$ cat config.mk
export PLATFORM = sky130hd
export DESIGN_NAME = tick_generator
export DESIGN_NICKNAME = d
export VERILOG_FILES = /design/src/rtl/tick_gen_pkg.sv /design/src/rtl/tick_channel.sv /design/src/rtl/tick_generator.sv
export SDC_FILE = /design/constraint.sdc
export NUM_CORES = 1
export LEC_CHECK = 0
export CAP_MARGIN = 40
export CORE_ASPECT_RATIO = 0.5
export CORE_UTILIZATION = 45
export DETAILED_ROUTE_END_ITERATION = 6
export GPL_TIMING_DRIVEN = 0
export PLACE_DENSITY_LB_ADDON = 0.1
export SLEW_MARGIN = 20
export SYNTH_ARGS = -nofsm -noshare
export SYNTH_HDL_FRONTEND = slang
export SYNTH_SLANG_ARGS = --single-unit
$ cat constraint.sdc
create_clock -name clk -period 4.58 [get_ports clk]
set_clock_uncertainty 0.2 [all_clocks]
set_input_delay 0.916 -clock clk [delete_from_list [all_inputs] [get_ports clk]]
set_output_delay 0.916 -clock clk [all_outputs]
set_load 0.01 [all_outputs]
$ cat src/rtl/tick_gen_pkg.sv
// Shared defaults and helpers for the tick generator and its per-channel counters.
package tick_gen_pkg;

  localparam int unsigned PRESCALE_DFLT = 10;
  localparam int unsigned NUM_CH_DFLT   = 4;
  localparam int unsigned DIV_W_DFLT    = 8;
  localparam int unsigned DEF_DIV_DFLT  = 1;

  typedef enum logic {
    MODE_PERIODIC = 1'b0,
    MODE_ONESHOT  = 1'b1
  } tick_mode_e;

  // Bits needed to index n items, never less than one.
  function automatic int unsigned clog2_min1(input int unsigned n);
    int unsigned w;
    w = 0;
    while ((64'd1 << w) < 64'(n)) begin
      w = w + 1;
    end
    return (w == 0) ? 1 : w;
  endfunction

endpackage

$ cat src/rtl/tick_channel.sv
// One tick channel: divides base ticks by an active divisor, with a pending
// setting that is swapped in at the next reload.
module tick_channel
  import tick_gen_pkg::*;
#(
  parameter int unsigned DIV_W   = DIV_W_DFLT,
  parameter int unsigned DEF_DIV = DEF_DIV_DFLT
) (
  input  logic             clk,
  input  logic             rst,
  input  logic             base_evt_i,
  input  logic             sync_clr_i,
  input  logic             cfg_we_i,
  input  logic [DIV_W-1:0] cfg_div_i,
  input  logic             cfg_oneshot_i,
  output logic             tick_o
);

  localparam logic [DIV_W-1:0] RST_DIV = DIV_W'(DEF_DIV);
  localparam logic [DIV_W-1:0] RST_CNT = (DEF_DIV == 0) ? '0 : DIV_W'(DEF_DIV - 1);

  logic [DIV_W-1:0] div_q, div_d;
  logic [DIV_W-1:0] ccnt_q, ccnt_d;
  logic [DIV_W-1:0] pend_div_q, pend_div_d;
  tick_mode_e       mode_q, mode_d;
  tick_mode_e       pend_mode_q, pend_mode_d;
  logic             pend_valid_q, pend_valid_d;
  logic             tick_q, tick_d;

  // Reload value for a divisor; an idle divisor keeps the counter at zero.
  function automatic logic [DIV_W-1:0] minus1(input logic [DIV_W-1:0] v);
    return (v == '0) ? '0 : v - 1'b1;
  endfunction

  always_comb begin
    div_d        = div_q;
    ccnt_d       = ccnt_q;
    mode_d       = mode_q;
    pend_div_d   = pend_div_q;
    pend_mode_d  = pend_mode_q;
    pend_valid_d = pend_valid_q;
    tick_d       = 1'b0;

    if (sync_clr_i) begin
      if (pend_valid_q) begin
        div_d        = pend_div_q;
        mode_d       = pend_mode_q;
        ccnt_d       = minus1(pend_div_q);
        pend_valid_d = 1'b0;
      end else begin
        ccnt_d = minus1(div_q);
      end
    end else if (base_evt_i && (div_q != '0)) begin
      if (ccnt_q == '0) begin
        tick_d = 1'b1;
        if (pend_valid_q) begin
          div_d        = pend_div_q;
          mode_d       = pend_mode_q;
          ccnt_d       = minus1(pend_div_q);
          pend_valid_d = 1'b0;
        end else if (mode_q == MODE_ONESHOT) begin
          div_d  = '0;
          ccnt_d = '0;
        end else begin
          ccnt_d = minus1(div_q);
        end
      end else begin
        ccnt_d = ccnt_q - 1'b1;
      end
    end

    // A write lands on the post-event state: idle channels take it at once,
    // running ones queue it behind the current period.
    if (cfg_we_i) begin
      if (div_d == '0) begin
        div_d        = cfg_div_i;
        mode_d       = tick_mode_e'(cfg_oneshot_i);
        ccnt_d       = minus1(cfg_div_i);
        pend_valid_d = 1'b0;
      end else begin
        pend_div_d   = cfg_div_i;
        pend_mode_d  = tick_mode_e'(cfg_oneshot_i);
        pend_valid_d = 1'b1;
      end
    end
  end

  always_ff @(posedge clk or negedge rst) begin
    if (!rst) begin
      div_q        <= RST_DIV;
      ccnt_q       <= RST_CNT;
      mode_q       <= MODE_PERIODIC;
      pend_div_q   <= '0;
      pend_mode_q  <= MODE_PERIODIC;
      pend_valid_q <= 1'b0;
      tick_q       <= 1'b0;
    end else begin
      div_q        <= div_d;
      ccnt_q       <= ccnt_d;
      mode_q       <= mode_d;
      pend_div_q   <= pend_div_d;
      pend_mode_q  <= pend_mode_d;
      pend_valid_q <= pend_valid_d;
      tick_q       <= tick_d;
    end
  end

  assign tick_o = tick_q;

endmodule

$ cat src/rtl/tick_generator.sv
// Shared prescaler producing base ticks, fanned out to NUM_CH divisor channels.
module tick_generator
  import tick_gen_pkg::*;
#(
  parameter  int unsigned PRESCALE = PRESCALE_DFLT,
  parameter  int unsigned NUM_CH   = NUM_CH_DFLT,
  parameter  int unsigned DIV_W    = DIV_W_DFLT,
  parameter  int unsigned DEF_DIV  = DEF_DIV_DFLT,
  localparam int unsigned CH_W     = clog2_min1(NUM_CH)
) (
  input  logic              clk,
  input  logic              rst,
  input  logic              enable,
  input  logic              sync_clr,
  input  logic              cfg_we,
  input  logic [CH_W-1:0]   cfg_ch,
  input  logic [DIV_W-1:0]  cfg_div,
  input  logic              cfg_oneshot,
  output logic              base_tick,
  output logic [NUM_CH-1:0] tick
);

  localparam int unsigned    PW        = clog2_min1(PRESCALE);
  localparam logic [PW-1:0]  PRESC_MAX = PW'(PRESCALE - 1);

  logic [PW-1:0]     presc_q, presc_d;
  logic              base_evt;
  logic              base_tick_q;
  logic [NUM_CH-1:0] ch_we;

  always_comb begin
    presc_d  = presc_q;
    base_evt = 1'b0;
    if (sync_clr) begin
      presc_d = PRESC_MAX;
    end else if (enable) begin
      if (presc_q == '0) begin
        base_evt = 1'b1;
        presc_d  = PRESC_MAX;
      end else begin
        presc_d = presc_q - 1'b1;
      end
    end
  end

  always_ff @(posedge clk or negedge rst) begin
    if (!rst) begin
      presc_q     <= PRESC_MAX;
      base_tick_q <= 1'b0;
    end else begin
      presc_q     <= presc_d;
      base_tick_q <= base_evt;
    end
  end

  assign base_tick = base_tick_q;

  // Channel numbers beyond NUM_CH match no instance, so such writes are dropped.
  for (genvar gi = 0; gi < NUM_CH; gi++) begin : g_ch
    assign ch_we[gi] = cfg_we && (cfg_ch == CH_W'(gi));

    tick_channel #(
      .DIV_W   (DIV_W),
      .DEF_DIV (DEF_DIV)
    ) u_ch (
      .clk           (clk),
      .rst           (rst),
      .base_evt_i    (base_evt),
      .sync_clr_i    (sync_clr),
      .cfg_we_i      (ch_we[gi]),
      .cfg_div_i     (cfg_div),
      .cfg_oneshot_i (cfg_oneshot),
      .tick_o        (tick[gi])
    );
  end

endmodule

# Word-level counts from Yosys, hierarchy flattened

Cells that the tools add are included.

$add $sub $neg: 14
Bitwise gates (word level): 4
Reduce and logical (&&, ||, !) cells: 48
Muxes and demuxes: 135
Eq/ne operators: 3

Operators with widths:

| kind                | count |
|---|---|
| $mux 8              | 73 |
| $logic_not 8->1     | 17 |
| $sub 8x1->8 const B | 13 |
| $mux 1              | 59 |
| $reduce_bool 8->1   | 4 |
| $reduce_bool 3->1   | 8 |
| $reduce_and 2->1    | 8 |
| $mux 4              | 3 |
| $logic_and 1x1->1   | 8 |
| $eq 2x2->1 const B  | 2 |
| $logic_not 4->1     | 1 |
| $not 1->1           | 4 |
| $sub 4x1->4 const B | 1 |
| $eq 2x1->1 const B  | 1 |
| $logic_not 2->1     | 1 |
| $reduce_bool 2->1   | 1 |

Word-level logic and storage cells: 234
Output and inout bits: 5
Bits of input ports: 16
Register bits after elaboration: 117

# Depth between registers and ports, before layout

Gate-level depths: netlist (run 1).

Depth after elaboration: 10
Mapped depth: 14
Gate-level depth less buffers: 10

# By module

A second synthesis (run 1) with hierarchy kept.

Cells, all modules: 936
Area total of the unflattened synthesis: 8705.8 µm²

Modules (own cells, without submodules):

| module                          | area an instance (µm²) | instances | cells each |
|---|---|---|---|
| tick_channel (g_ch[2].u_ch ...) | 2165.8                 | 2         | 233 |
| tick_channel (g_ch[0].u_ch ...) | 2031.9                 | 2         | 219 |
| tick_generator                  | 310.3                  | 1         | 32 |

# Worst setup path before layout (run 1)

Ideal clock, no wire load.

Kind: input to register
Start: input sync_clr
End: register g_ch[0].u_ch.ccnt_q[4]
Arrival: 3.284 ns
Stages: 12
Path buffers: 5
Path slack: 0.972 ns
Cells stage by stage: clkbuf_1 -> or3_1 -> buf_6 -> inv_2 -> buf_2 -> buf_4 -> a211oi_1 -> a221oi_2 -> o311ai_2 -> nor2_1 -> buf_4 -> mux2_2

Longest elaborated chain between the ends: 7
Elaborated cells between the ends (all ways): 9
Those cells by class: mux: 7; reduce/logical: 2

RTL lines:

| element                    | RTL line             | source |
|---|---|---|
| start, declared            | tick_generator.sv:14 | `input logic sync_clr,` |
| $mux 1 (*)                 | tick_generator.sv:34 | `if (sync_clr) begin` |
| net base_evt               | tick_generator.sv:27 | `logic base_evt;` |
| $logic_and 1x1->1 (*)      | tick_channel.sv:53   | `end else if (base_evt_i && (div_q != '0)) begin` |
| $mux 8                     | tick_channel.sv:53   |  |
| $mux 8                     | tick_channel.sv:44   | `if (sync_clr_i) begin` |
| $logic_not 8->1            | tick_channel.sv:75   | `if (div_d == '0) begin` |
| $mux 8                     | tick_channel.sv:75   |  |
| $mux 8 (*)                 | tick_channel.sv:74   | `if (cfg_we_i) begin` |
| net g_ch[0].u_ch.ccnt_d[4] | tick_channel.sv:23   | `logic [DIV_W-1:0] ccnt_q, ccnt_d;` |
| end signal, assigned       | tick_channel.sv:99   | `ccnt_q <= ccnt_d;` |
| end, declared              | tick_channel.sv:23   |  |

Mark *: on every way through the listed nets, which the timed path passes. The rest lies on a longest branch.
A chain may end at the register's enable or synchronous reset.

# Worst setup path after layout (run 1)

Start: input enable
End: register g_ch[0].u_ch.ccnt_q[5]

Longest elaborated chain between the ends: 8
Elaborated cells between the ends (all ways): 10
Those cells by class: mux: 8; reduce/logical: 2

RTL lines:

| element                    | RTL line             | source |
|---|---|---|
| start, declared            | tick_generator.sv:13 | `input logic enable,` |
| $mux 1 (*)                 | tick_generator.sv:36 | `end else if (enable) begin` |
| $mux 1 (*)                 | tick_generator.sv:34 |  |
| net base_evt               | tick_generator.sv:27 |  |
| $logic_and 1x1->1 (*)      | tick_channel.sv:53   |  |
| $mux 8                     | tick_channel.sv:53   |  |
| $mux 8                     | tick_channel.sv:44   |  |
| $logic_not 8->1            | tick_channel.sv:75   |  |
| $mux 8                     | tick_channel.sv:75   |  |
| $mux 8 (*)                 | tick_channel.sv:74   |  |
| net g_ch[0].u_ch.ccnt_d[5] | tick_channel.sv:23   |  |

Marked as above.

==> results of run 1 <==
==> how the worst max path moves through the flow <==
stage / cells past startpoint / from / to
2_1_floorplan: 12 / sync_clr / g_ch[0].u_ch.ccnt_q[4]
3_3_place_gp: 1 / rst / g_ch[2].u_ch.pend_div_q[7]
3_5_place_dp: 13 / enable / g_ch[0].u_ch.ccnt_q[5]
4_1_cts: 13 / enable / g_ch[0].u_ch.ccnt_q[5]
5_1_grt: 13 / enable / g_ch[0].u_ch.ccnt_q[4]
6_report: 13 / enable / g_ch[0].u_ch.ccnt_q[5]
==> layout by cell type, fill, tap and decap left out, types with 6 or more instances in the layout <==
cell                              netlist  final
sky130_fd_sc_hd__dfrtp_1              111    111
sky130_fd_sc_hd__nor2_1                76     76
sky130_fd_sc_hd__mux2i_1               58     58
sky130_fd_sc_hd__nand2_1               52     52
sky130_fd_sc_hd__inv_1                 49     49
sky130_fd_sc_hd__xnor2_1               38     38
sky130_fd_sc_hd__o22ai_1               38     38
sky130_fd_sc_hd__mux2_2                35     35
sky130_fd_sc_hd__nor3_1                31     31
sky130_fd_sc_hd__o21ai_0               28     28
sky130_fd_sc_hd__xor2_1                26     26
sky130_fd_sc_hd__ha_1                  26     26
sky130_fd_sc_hd__clkbuf_1              22     25
sky130_fd_sc_hd__a21oi_1               19     19
sky130_fd_sc_hd__clkbuf_16              0     17
sky130_fd_sc_hd__nand3_1               16     16
sky130_fd_sc_hd__clkdlybuf4s50_1        0     14
sky130_fd_sc_hd__o31ai_1               12     12
sky130_fd_sc_hd__nand2b_1              10     10
sky130_fd_sc_hd__a31oi_1               10     10
sky130_fd_sc_hd__buf_2                  9      9
sky130_fd_sc_hd__buf_4                  7      9
sky130_fd_sc_hd__a21o_1                 8      8
sky130_fd_sc_hd__a211oi_1               8      8
sky130_fd_sc_hd__o21bai_1               8      8
sky130_fd_sc_hd__o32ai_1                8      8
sky130_fd_sc_hd__o2bb2ai_1              8      8
sky130_fd_sc_hd__and3_1                 7      7
sky130_fd_sc_hd__a311oi_1               7      7
sky130_fd_sc_hd__a221oi_1               7      7
sky130_fd_sc_hd__nand3b_1               7      7
sky130_fd_sc_hd__or4_1                  7      7
sky130_fd_sc_hd__or3_1                  6      6
sky130_fd_sc_hd__nor4_1                 6      6
sky130_fd_sc_hd__nand4b_1               6      6
sky130_fd_sc_hd__dfstp_2                6      6
==> flip-flops by register name (all words and copies together) (netlist names) <==
name	cells
g_ch.u_ch.mode_q	4
g_ch.u_ch.pend_div_q	32
g_ch.u_ch.pend_mode_q	4
presc_q	4
g_ch.u_ch.pend_valid_q	4
g_ch.u_ch.tick_o	4
g_ch.u_ch.ccnt_q	32
g_ch.u_ch.div_q	32
base_tick	1
==> cell type report <==
class | instances | area share [%]
repair buffers | 19 | 2.14
flip-flops and latches | 117 | 31.8
plain buffers | 43 | 2.48
clock inverters | 10 | 1.92
multi-input cells | 649 | 51.4
well taps | 234 | 3.17
inverters | 53 | 2.15
clock buffers | 22 | 5.02
==> synthesized netlist by cell type, drive strengths merged (5+ instances only) <==
cell type	count
a211oi	9
a21o	8
a21oi	19
a221oi	8
a311oi	7
a31o	5
a31oi	11
and2	5
and3	7
buf	21
clkbuf	22
dfrtp	111
dfstp	6
ha	26
inv	50
mux2	36
mux2i	58
nand2	53
nand2b	11
nand3	16
nand3b	7
nand4b	7
nor2	76
nor2b	5
nor3	32
nor3b	5
nor4	7
nor4b	5
o21ai	31
o21bai	8
o22ai	38
o2bb2ai	8
o31ai	12
o32ai	8
or2	5
or3	6
or4	7
xnor2	38
xor2	26
==> power by group through the flow <==
stage,clock network [uW],logic (uW),registers [uW]
2_1_floorplan,0,1410,1740
4_1_cts,1510,1810,1860
5_1_grt,1570,2040,1940
3_5_place_dp,0,1790,1880
3_3_place_gp,0,1750,1870
6_report,1500,1830,1870
==> metal layers <==
metal / vias up / wire (um) / GRT usage, %
li1: 3240 / - / -
met1: 3485 / 11900 / 42.0
met2: 294 / 10400 / 39.7
met3: 33 / 1810 / 5.73
met4: 2 / 345 / 7.33
met5: - / 67 / 2.75
==> stage by stage <==
step                hold WS [ns]   TNS, ns  cells
finish                     0.268         0   1147
global route               0.305         0   1147
CTS                        0.297         0   1147
detailed placement         0.292  -0.00158   1115
global placement           0.288   -264.24   1111
floorplan                  0.276         0    862
==> logic make-up (layout without fill, tap and decap cells) <==
family | count (synthesis) | in the layout | synth area share, %
AND/OR/NAND/NOR | 263 | 263 | 17.1
AO/OA/AOI/OAI | 202 | 202 | 18.2
adder cells (fa/ha/maj) | 26 | 26 | 4.02
buffers and inverters | 96 | 147 | 5.29
flip-flops | 117 | 117 | 36.3
multiplexers | 94 | 94 | 12.2
XOR/XNOR | 64 | 64 | 6.92
==> results.md, run 1 <==
- The run finished with clean final reports.
- In the finished design, the share of the clock period the worst path needs comes to 92.2%.
- Ranked by total cell area, the synthesized netlist is headed by sky130_fd_sc_hd__dfrtp_1 (34%), sky130_fd_sc_hd__mux2i_1 (7.2%), sky130_fd_sc_hd__mux2_2 (4.9%), sky130_fd_sc_hd__xnor2_1 (4.1%), sky130_fd_sc_hd__ha_1 (4.0%).
- The area share of the largest cell type after synthesis is 34.3%.
- The number of nets in the final layout is 942.
- For this run, the slowest stage of the critical path takes 0.60 ns.
- After detailed routing, the average wire length per cell comes to 21.4 um.
- The CTS tree is built.
- The maximum level of the CTS H-tree is 4.
- Clock latency on the worst-skew pair, taken at its later pin, is 0.42 ns.
- The internal portion of the total power is 3270 uW.
- The most used flip-flop cell after synthesis is sky130_fd_sc_hd__dfrtp_1.
- The clock network burns 28.9% of the power.
- Among all stages on the critical path, the largest delay is contributed by sky130_fd_sc_hd__clkdlybuf4s50_1.
- Clock tree synthesis inserted a total of 17 buffers.
- The die is 192 um wide.
- The initial cell density of the core is 46.3%.
- The max-capacitance violation count is 0.
- The cts-stage hold buffer count is 0.
- Yosys printed 0 warnings.
- The number of antenna diodes in the final layout is 0.
- The area after detailed placement is 8600 sq um.
- The top cell family by delay on the critical path is buffers and inverters.
- The analysis attributes to net switching a power of 1930 uW.
- The tree is rooted in a sky130_fd_sc_hd__clkbuf_16.
- The shortest period the worst path allows is 4.22 ns.
- The sequential area share after synthesis is 36.3%.
- The routability congestion estimate is 0.962.
- The worst hold path belongs to the class primary input to async pin.
- In this design, the critical path's most frequently occurring cell is sky130_fd_sc_hd__buf_4.
- Counting flops with an async set or reset pin after synthesis yields a share of 100%.
- The final routed DRC violation total is 0.
- The endpoint identified for the worst register-to-register timing path is g_ch[0].u_ch.ccnt_q[5].
- The all-layer global routing usage is 27.9%.
- Synthesis inferred 117 register bits.
- The cell count after synthesis came out at 862.
- The number of enable flip-flop cells after synthesis is 0.
- The largest net degree at the start of global routing is 62.
- The maximum buffer depth of the clock tree is 2.
- After routing the design area is 9240 sq um.
- The transition time at the pin with the least slew margin is 0.831 ns.
- The share of the core filled with cells in the final layout is 52.9%.
- The global-route wire length before repair is 39,300 um.
- The final setup violation count is 0.
- The number of different library cells in the post-synthesis netlist is 80.
- Combinational logic is responsible for 35.2% of the overall power.
- The combined area of all synthesized cells is 8100 sq um.
- The synthesis-to-layout area growth is 14.2%.
- The worst setup path is launched from a primary input.
- The count of cells resized by post-cts repair is 0.
- The placeable core region is 17,500 sq um.
- The critical path data arrival time is 4.32 ns.
- The wire-length estimate of the detail-placed layout is 17,400 um.
- Wires add up to 24,500 um.
- Clock-pin slew was measured on the worst setup and hold paths at 0.05 ns.
- In this run the tightest slew margin relative to its limit is 44.6%.
- The critical path contains buffers and inverters numbering 6 combined.
- Setup repair after global routing left no endpoint under its margin.
- The final setup slack of the worst path is 0.357 ns.
- The critical path start-end classification is primary input to register.
- The total power density per cell area is 563 nW/um^2.
- 21 I/O pins were placed.
- The height of the die is 96.8 um.
- The area of the multi-input gates is 4750 sq um.
- After detailed routing, the number of vias per cell comes to 6.15.
- The register cell area after layout is 2940 sq um.
- For this design the static power due to leakage is 0.00382 uW.
- The number of nets in the synthesized netlist is 904.
- The count of buffers added on input and output ports is 15.
- The fmax is 0.237 GHz.
- The leading area contributor after synthesis is sky130_fd_sc_hd__dfrtp_1.
- In this run, flip-flops and latches consume 35.9% of the power.
- The initial antenna violation count is 0.
- The number of fill cells in the layout is 1,595.
- Cells with a size suffix above 1 make up 13.4% of the layout.
- In this run the worst path has a maximum fanout of 10.
- The maximum ir drop on the vdd rail is 0.000316 V.
- The buffer count from post-CTS setup fixing is 0.
- The DRC violation total after the first TritonRoute iteration is 627.
- Net switching is 37.1% of the power.
- The worst path required time is 4.68 ns.
- The die covers 18,600 sq um.
- The detailed-routing iteration count for the pre-antenna-repair pass is 5.
- The mean area per synthesized cell is 9.39 sq um.
- Counting cells, the worst reg-to-reg path comes to 14.
- The clock sink total is 117.
- The floorplan has 34 rows.
- The number of global-route vias before repair came to 6,778.
- The critical path goes through clkdlybuf4s50_1 -> nand2b_2 -> or3_1 -> buf_6 -> inv_2 -> buf_2 -> buf_4 -> a211oi_1 -> a221oi_2 -> o311ai_2 -> nor2_1 -> buf_4 -> mux2_2.
- The total power consumption of the routed design is 5200 uW.
- The final count of pins violating max slew is 0.
- The routed via count is 7,054.
- The setup slack at placement is -0.00158 ns.
- The total count of hold-check failures in the final report came to 0.
- Setup slack on the worst reg-to-reg path comes out at 0.84 ns.
- The total overflow left after global routing is 0.
- In this run the remaining antenna-violating nets after routing total 0.
- The startpoint identified for the worst register-to-register timing path is presc_q[1].
- The worst setup path is captured at a register.
(Power assumes the default switching activity.)
==> inputs of run 2 (changes only) <==
--- a/config.mk
+++ b/config.mk
@@ -9,6 +9,7 @@
 export CORE_ASPECT_RATIO = 0.5
 export CORE_UTILIZATION = 45
 export DETAILED_ROUTE_END_ITERATION = 6
+export DONT_BUFFER_PORTS = 1
 export GPL_TIMING_DRIVEN = 0
 export PLACE_DENSITY_LB_ADDON = 0.1
 export SLEW_MARGIN = 20
==> results.md, run 2 (same netlist as run 1, synthesis figures left out) <==
- The wire length reported by the detailed router is 24,600 um (was 24,500 um).
- The maximum ir drop on the vdd rail is 0.000283 V (was 0.000316 V).
- The cell at the root of the clock tree is sky130_fd_sc_hd__clkbuf_16 (unchanged).
- The type of destination of the critical path is a register (unchanged).
- The fmax is 0.248 GHz (was 0.237 GHz).
- Sequence of cells on the critical path: clkbuf_1 -> or3_1 -> buf_6 -> inv_2 -> buf_2 -> buf_4 -> a211oi_1 -> a221oi_2 -> o311ai_2 -> nor2_1 -> buf_4 -> mux2_2 (was clkdlybuf4s50_1 -> nand2b_2 -> or3_1 -> buf_6 -> inv_2 -> buf_2 -> buf_4 -> a211oi_1 -> a221oi_2 -> o311ai_2 -> nor2_1 -> buf_4 -> mux2_2).
- The leakage dissipation came to 0.00373 uW (was 0.00382 uW).
- The most frequent standard cell in the layout excluding fill and tap cells is sky130_fd_sc_hd__dfrtp_1 (unchanged).
- The via density per instance is 6.13 (was 6.15).
- The post-CTS clock slew at the launch and capture registers of the worst setup and hold paths came to 0.06 ns (was 0.05 ns).
- The accumulated negative setup slack came to 0 ns (unchanged).
- Most frequent cells in the layout: sky130_fd_sc_hd__dfrtp_1 (111), sky130_fd_sc_hd__nor2_1 (76), sky130_fd_sc_hd__mux2i_1 (58) (unchanged).
- The final HPWL from detailed placement is 17,000 um (was 17,400 um).
- The I/O pin total was 21 (unchanged).
- The number of rows in the core area is 34 (unchanged).
- The routed via count was 6,935 (was 7,054).
- The final setup violation count is 0 (unchanged).
- The top fanout value on the critical path is 10 (unchanged).
- The quantity of I/O buffers inserted on ports came to 0 (was 15).
- The cell seen most often among critical-path stages is sky130_fd_sc_hd__buf_4 (unchanged).
- The final standard cell count with taps included and fillers excluded is 1,131 (was 1,147).
- The total count of hold-check failures in the final report was 0 (unchanged).
- The height of the die is 96.8 um (unchanged).
- Status: finished clean (unchanged).
- The cell with the largest stage delay on the worst path is sky130_fd_sc_hd__or3_1 (was sky130_fd_sc_hd__clkdlybuf4s50_1).
- The area of the multi-input gates is 4750 sq um (unchanged).
- The start of the worst register-to-register path is presc_q[1] (unchanged).
- The count of cells resized by post-cts repair was 0 (unchanged).
- The CTS tree is built (unchanged).
- The detailed-routing iteration count for the pre-antenna-repair pass is 7 (was 5).
- The clock latency on the worst-skew pair is 0.42 ns (about the same).
- The wire length on met3 came to 1660 um (was 1810 um).
- The critical path data arrival time is 4.13 ns (was 4.32 ns).
- The die outline area was 18,600 sq um (unchanged).
- The total power consumption of the routed design is 5020 uW (was 5200 uW).
- The global-route wire length before repair is 38,900 um (was 39,300 um).
- The clock sink total is 117 (unchanged).
- The all-layer global routing usage is 27.7% (was 27.9%).
- Unrepaired setup endpoints after global routing: false (unchanged).
- The total power density per cell area is 556 nW/um^2 (was 563 nW/um^2).
- The end of the worst register-to-register path is g_ch[0].u_ch.ccnt_q[4] (was g_ch[0].u_ch.ccnt_q[5]).
- The detailed-routed wire length on met2 is 10,300 um (was 10,400 um).
- The flop-to-flop setup slack is 0.80 ns (was 0.84 ns).
- The number of diodes is 0 (unchanged).
- The register cell area after layout is 2940 sq um (unchanged).
- The synthesis-to-layout area growth is 11.6% (was 14.2%).
- The max-capacitance violation count is 0 (unchanged).
- The element type at the critical path start is a primary input (unchanged).
- The DRC violation total after the first TritonRoute iteration was 609 (was 627).
- The routed length per instance is 21.7 um (was 21.4 um).
- The routability congestion estimate came to 0.924 (was 0.962).
- The worst path required time is 4.67 ns (was 4.68 ns).
- The transition time at the pin with the least slew margin is 0.935 ns (was 0.831 ns).
- The shortest period the worst path allows came to 4.03 ns (was 4.22 ns).
- The maximum buffer depth of the clock tree is 2 (unchanged).
- The top cell family by delay on the critical path is buffers and inverters (unchanged).
- The maximum level of the CTS H-tree is 4 (unchanged).
- The global-route congestion overflow total is 0 (unchanged).
- The first element of the critical path is sync_clr (was enable).
- The number of fill cells in the layout is 1,629 (was 1,595).
- The share of the clock period used by the worst path after layout is 88.0% (was 92.2%).
- The initial antenna violation count was 0 (unchanged).
- The number of nets in the final layout was 926 (was 942).
- The type of the worst min-delay path is primary input to async pin (unchanged).
- The initial cell density of the core is 46.3% (unchanged).
- The share of cells above drive strength 1 is 13.6% (was 13.4%).
- The maximum cell stage delay along the critical path is 0.50 ns (was 0.60 ns).
- The wire length the detailed router placed on met1 was 12,100 um (was 11,900 um).
- The critical path start-end classification was primary input to register (unchanged).
- The placeable core region is 17,500 sq um (unchanged).
- The cell count of the worst reg-to-reg path is 14 (unchanged).
- The final routed DRC violation total is 0 (unchanged).
- The post-route antenna net violation count is 0 (unchanged).
- The number of placed instances with taps included was 1,097 (was 1,115).
- The max-slew headroom at the worst pin came to 37.4% (was 44.6%).
- Largest registers ranked by flip-flop count: g_ch.u_ch.ccnt_q: 32 flops, g_ch.u_ch.div_q: 32 flops, g_ch.u_ch.pend_div_q: 32 flops (unchanged).
- The largest net degree at the start of global routing is 112 (was 62).
- The highest metal layer with signal wires is met4 (was met5).
- The final count of pins violating max slew is 0 (unchanged).
- The TritonCTS buffer count is 17 (unchanged).
- The width of the chip is 192 um (unchanged).
- The buffer and inverter count on the worst path is 6 (unchanged).
- The number of global-route vias before repair is 6,698 (was 6,778).
run 2: changes by cell type in the layout (fill, tap and decap cells not counted), sizes merged:
cell	delta
clkbuf	+2
clkinv	+1
bufinv	-3
buf	-3
clkdlybuf4s50	-14
clkinvlp	+1
run 2: power by group:
part | internal [uW] | leakage [uW] | switching, uW
clock network | 853 | 0.000289 | 488
logic | 854 | 0.00205 | 956
registers | 1420 | 0.00140 | 451
run 2: worst max path at each step:
stage	end	slack, ns	cells past startpoint
floorplan	g_ch[0].u_ch.ccnt_q[4]	0.97	12
global placement	g_ch[0].u_ch.ccnt_q[4]	0.18	12
detailed placement	g_ch[0].u_ch.ccnt_q[4]	0.20	12
CTS	g_ch[0].u_ch.ccnt_q[4]	0.60	12
global route	g_ch[0].u_ch.ccnt_q[5]	0.38	12
finish	g_ch[0].u_ch.ccnt_q[4]	0.55	12
run 2: cell type report:
class / instances / share of cell area, %
multi-input cells: 649 / 52.6
flip-flops and latches: 117 / 32.5
clock buffers: 23 / 5.40
well taps: 234 / 3.24
plain buffers: 43 / 2.54
inverters: 53 / 2.20
clock inverters: 9 / 1.11
repair buffers: 3 / 0.443
run 2: worst register-to-register path, delay by kind of cell, from the launching register on:
kind | cells | cell delay [ns]
simple gates | 3 | 0.73
flops | 1 | 0.39
buf+inv | 6 | 1.21
compound gates | 3 | 0.58
fa+ha+maj | 1 | 0.20
mux | 1 | 0.36
run 2: through the flow:
step           hold slack [ns]  instance area, sq um  utilization, %  worst slack (ns)
5_1_grt                  0.124                  9030            51.7             0.385
3_3_place_gp             0.288                  8390            48.0             0.183
2_1_floorplan            0.276                  8100               -             0.972
4_1_cts                  0.130                  9030            51.6             0.596
6_report                 0.140                  9030            51.7             0.548
3_5_place_dp             0.301                  8410            48.1             0.197
run 2: layer usage:
metal / vias up / GRT usage [%]
met5: - / 0
met4: 0 / 7.51
met3: 37 / 5.33
met2: 258 / 39.5
met1: 3417 / 42.2
li1: 3223 / -
run 2: repair_timing:
item                                   in CTS  in global routing
hold buffers                                1                  0
buffers inserted                            0                  0
endpoints found under the hold margin     111                  0
==> inputs of run 3 (changes only) <==
--- a/config.mk
+++ b/config.mk
@@ -7,7 +7,7 @@
 export LEC_CHECK = 0
 export CAP_MARGIN = 40
 export CORE_ASPECT_RATIO = 0.5
-export CORE_UTILIZATION = 45
+export CORE_UTILIZATION = 70
 export DETAILED_ROUTE_END_ITERATION = 6
 export DONT_BUFFER_PORTS = 1
 export GPL_TIMING_DRIVEN = 0
==> results.md, run 3 (same netlist as run 1, synthesis figures left out) <==
- The routed via count is 7,340 (was 6,935).
- The initial cell density of the core is 72.8% (was 46.3%).
- Sequence of cells on the critical path: clkbuf_1 -> or3_1 -> buf_6 -> inv_2 -> buf_2 -> buf_4 -> a211oi_1 -> a221oi_2 -> o311ai_2 -> nor2_1 -> buf_4 -> mux2_2 (unchanged).
- The type of the worst min-delay path is primary input to async pin (unchanged).
- The synthesis-to-layout area growth is 10.7% (was 11.6%).
- The leakage dissipation is 0.00375 uW (was 0.00373 uW).
- The largest net degree at the start of global routing is 112 (unchanged).
- The maximum ir drop on the vdd rail came to 0.000350 V (was 0.000283 V).
- The post-CTS clock slew at the launch and capture registers of the worst setup and hold paths is 0.05 ns (was 0.06 ns).
- The fmax came to 0.244 GHz (was 0.248 GHz).
- The initial antenna violation count is 0 (unchanged).
- The worst path required time is 4.67 ns (about the same).
- The type of destination of the critical path is a register (unchanged).
- The top cell family by delay on the critical path is buffers and inverters (unchanged).
- Largest registers ranked by flip-flop count: g_ch.u_ch.ccnt_q: 32 flops, g_ch.u_ch.div_q: 32 flops, g_ch.u_ch.pend_div_q: 32 flops (unchanged).
- The final count of pins violating max slew is 0 (unchanged).
- The die outline area is 12,000 sq um (was 18,600 sq um).
- The CTS tree is built (unchanged).
- Status: complete, but fails checks (was finished clean).
- The top fanout value on the critical path was 10 (unchanged).
- The width of the chip was 154 um (was 192 um).
- The clock latency on the worst-skew pair is 0.42 ns (about the same).
- The global-route congestion overflow total is 0 (unchanged).
- The number of global-route vias before repair is 6,952 (was 6,698).
- The shortest period the worst path allows came to 4.09 ns (was 4.03 ns).
- The buffer and inverter count on the worst path is 6 (unchanged).
- The global-route wire length before repair is 37,700 um (was 38,900 um).
- The DRC violation total after the first TritonRoute iteration is 1,112 (was 609).
- The post-route antenna net violation count came to 0 (unchanged).
- The height of the die was 78.0 um (was 96.8 um).
- The max-slew headroom at the worst pin is 33.7% (was 37.4%).
- The element type at the critical path start is a primary input (unchanged).
- The TritonCTS buffer count came to 17 (unchanged).
- The quantity of I/O buffers inserted on ports is 0 (unchanged).
- Unrepaired setup endpoints after global routing: false (unchanged).
- The critical path data arrival time is 4.19 ns (was 4.13 ns).
- The number of rows in the core area is 27 (was 34).
- The share of the clock period used by the worst path after layout is 89.3% (was 88.0%).
- The maximum buffer depth of the clock tree is 2 (unchanged).
- The final setup violation count is 0 (unchanged).
- The area after detailed placement came to 8290 sq um (was 8410 sq um).
- The count of cells resized by post-cts repair is 0 (unchanged).
- The checks that failed: DRC.
- The wire length reported by the detailed router was 24,100 um (was 24,600 um).
- The maximum level of the CTS H-tree is 4 (unchanged).
- The routed length per instance came to 23.2 um (was 21.7 um).
- Most frequent cells in the layout: sky130_fd_sc_hd__dfrtp_1 (111), sky130_fd_sc_hd__nor2_1 (76), sky130_fd_sc_hd__mux2i_1 (58) (unchanged).
- The detailed-routing iteration count for the pre-antenna-repair pass is 7 (unchanged).
- The I/O pin total is 21 (unchanged).
- The total count of hold-check failures in the final report came to 0 (unchanged).
- The cell seen most often among critical-path stages is sky130_fd_sc_hd__buf_4 (unchanged).
- The total power density per cell area is 579 nW/um^2 (was 556 nW/um^2).
- The cell at the root of the clock tree is sky130_fd_sc_hd__clkbuf_16 (unchanged).
- The accumulated negative setup slack is 0 ns (unchanged).
- The number of fill cells in the layout is 707 (was 1,629).
- The max-capacitance violation count is 0 (unchanged).
- The start of the worst register-to-register path is g_ch[3].u_ch.div_q[5] (was presc_q[1]).
- The placeable core region came to 11,100 sq um (was 17,500 sq um).
- The post-layout instance area is 8960 sq um (was 9030 sq um).
- The clock sink total is 117 (unchanged).
- The maximum cell stage delay along the critical path is 0.49 ns (was 0.50 ns).
- The number of nets in the final layout is 925 (was 926).
- The transition time at the pin with the least slew margin is 0.967 ns (was 0.935 ns).
- The final HPWL from detailed placement is 16,100 um (was 17,000 um).
- The total power consumption of the routed design is 5190 uW (was 5020 uW).
- The most frequent standard cell in the layout excluding fill and tap cells is sky130_fd_sc_hd__dfrtp_1 (unchanged).
- The critical path start-end classification is primary input to register (unchanged).
- The share of the core filled with cells in the final layout is 80.7% (was 51.7%).
- The via density per instance came to 7.05 (was 6.13).
- The all-layer global routing usage was 41.9% (was 27.7%).
- The number of diodes came to 0 (unchanged).
- The final routed DRC violation total came to 2 (was 0).
- The cell with the largest stage delay on the worst path is sky130_fd_sc_hd__or3_1 (unchanged).
- The first element of the critical path is sync_clr (unchanged).
- The routability congestion estimate is 0.999 (was 0.924).
- The share of cells above drive strength 1 came to 13.6% (about the same).
## run 3: cell types whose count changed in the layout (fill, tap and decap cells not counted), sizes merged
cell / before / now
bufinv: 2 / 3
buf: 23 / 22
clkinv: 8 / 5
clkbuf: 46 / 48
## run 3: worst paths after layout
path	depth (start not counted)	slack (ns)	to
hold / removal	0	0.14	presc_q[0]
setup / recovery	12	0.49	g_ch[0].u_ch.ccnt_q[4]
setup reg to reg	8	0.72	g_ch[3].u_ch.ccnt_q[6]
min in group clk	1	0.31	g_ch[1].u_ch.pend_mode_q
max in group asynchronous	1	3.47	g_ch[1].u_ch.pend_div_q[3]
hold reg to reg	1	0.31	g_ch[1].u_ch.pend_mode_q
## run 3: stage by stage
stage / hold slack (ns) / setup WS, ns / cells
2_1_floorplan: 0.276 / 0.972 / 862
3_3_place_gp: 0.287 / 0.222 / 1007
4_1_cts: 0.129 / 0.593 / 1040
3_5_place_dp: 0.294 / 0.193 / 1007
5_1_grt: 0.129 / 0.427 / 1041
6_report: 0.143 / 0.488 / 1041
## run 3: layout make-up
cell class / count / area (sq um) / share of cell area [%]
plain buffers: 43 / 229 / 2.55
repair buffers: 2 / 32.5 / 0.363
multi-input cells: 649 / 4750 / 53.0
clock buffers: 25 / 526 / 5.86
clock inverters: 7 / 115 / 1.28
inverters: 53 / 199 / 2.22
flip-flops and latches: 117 / 2940 / 32.7
well taps: 145 / 181 / 2.02
## run 3: power breakdown
group / internal, uW / total (uW) / switching (uW) / leakage [uW]
Sequential: 1420 / 1880 / 457 / 0.00140
Combinational: 857 / 1870 / 1010 / 0.00204
Clock: 956 / 1440 / 487 / 0.000312
Total: 3230 / 5190 / 1950 / 0.00375
## run 3: layer usage
layer | vias to the layer above | global-route usage (%) | routed length, um
li1 | 3227 | - | -
met1 | 3495 | 59.2 | 10300
met2 | 528 | 61.0 | 10200
met3 | 90 | 10.5 | 2800
met4 | 0 | 18.7 | 877
met5 | - | 0 | 0
## run 3: what timing repair did
action,in CTS,in global routing
hold buffers,1,0
buffers inserted,0,0
endpoints found under the hold margin,111,0
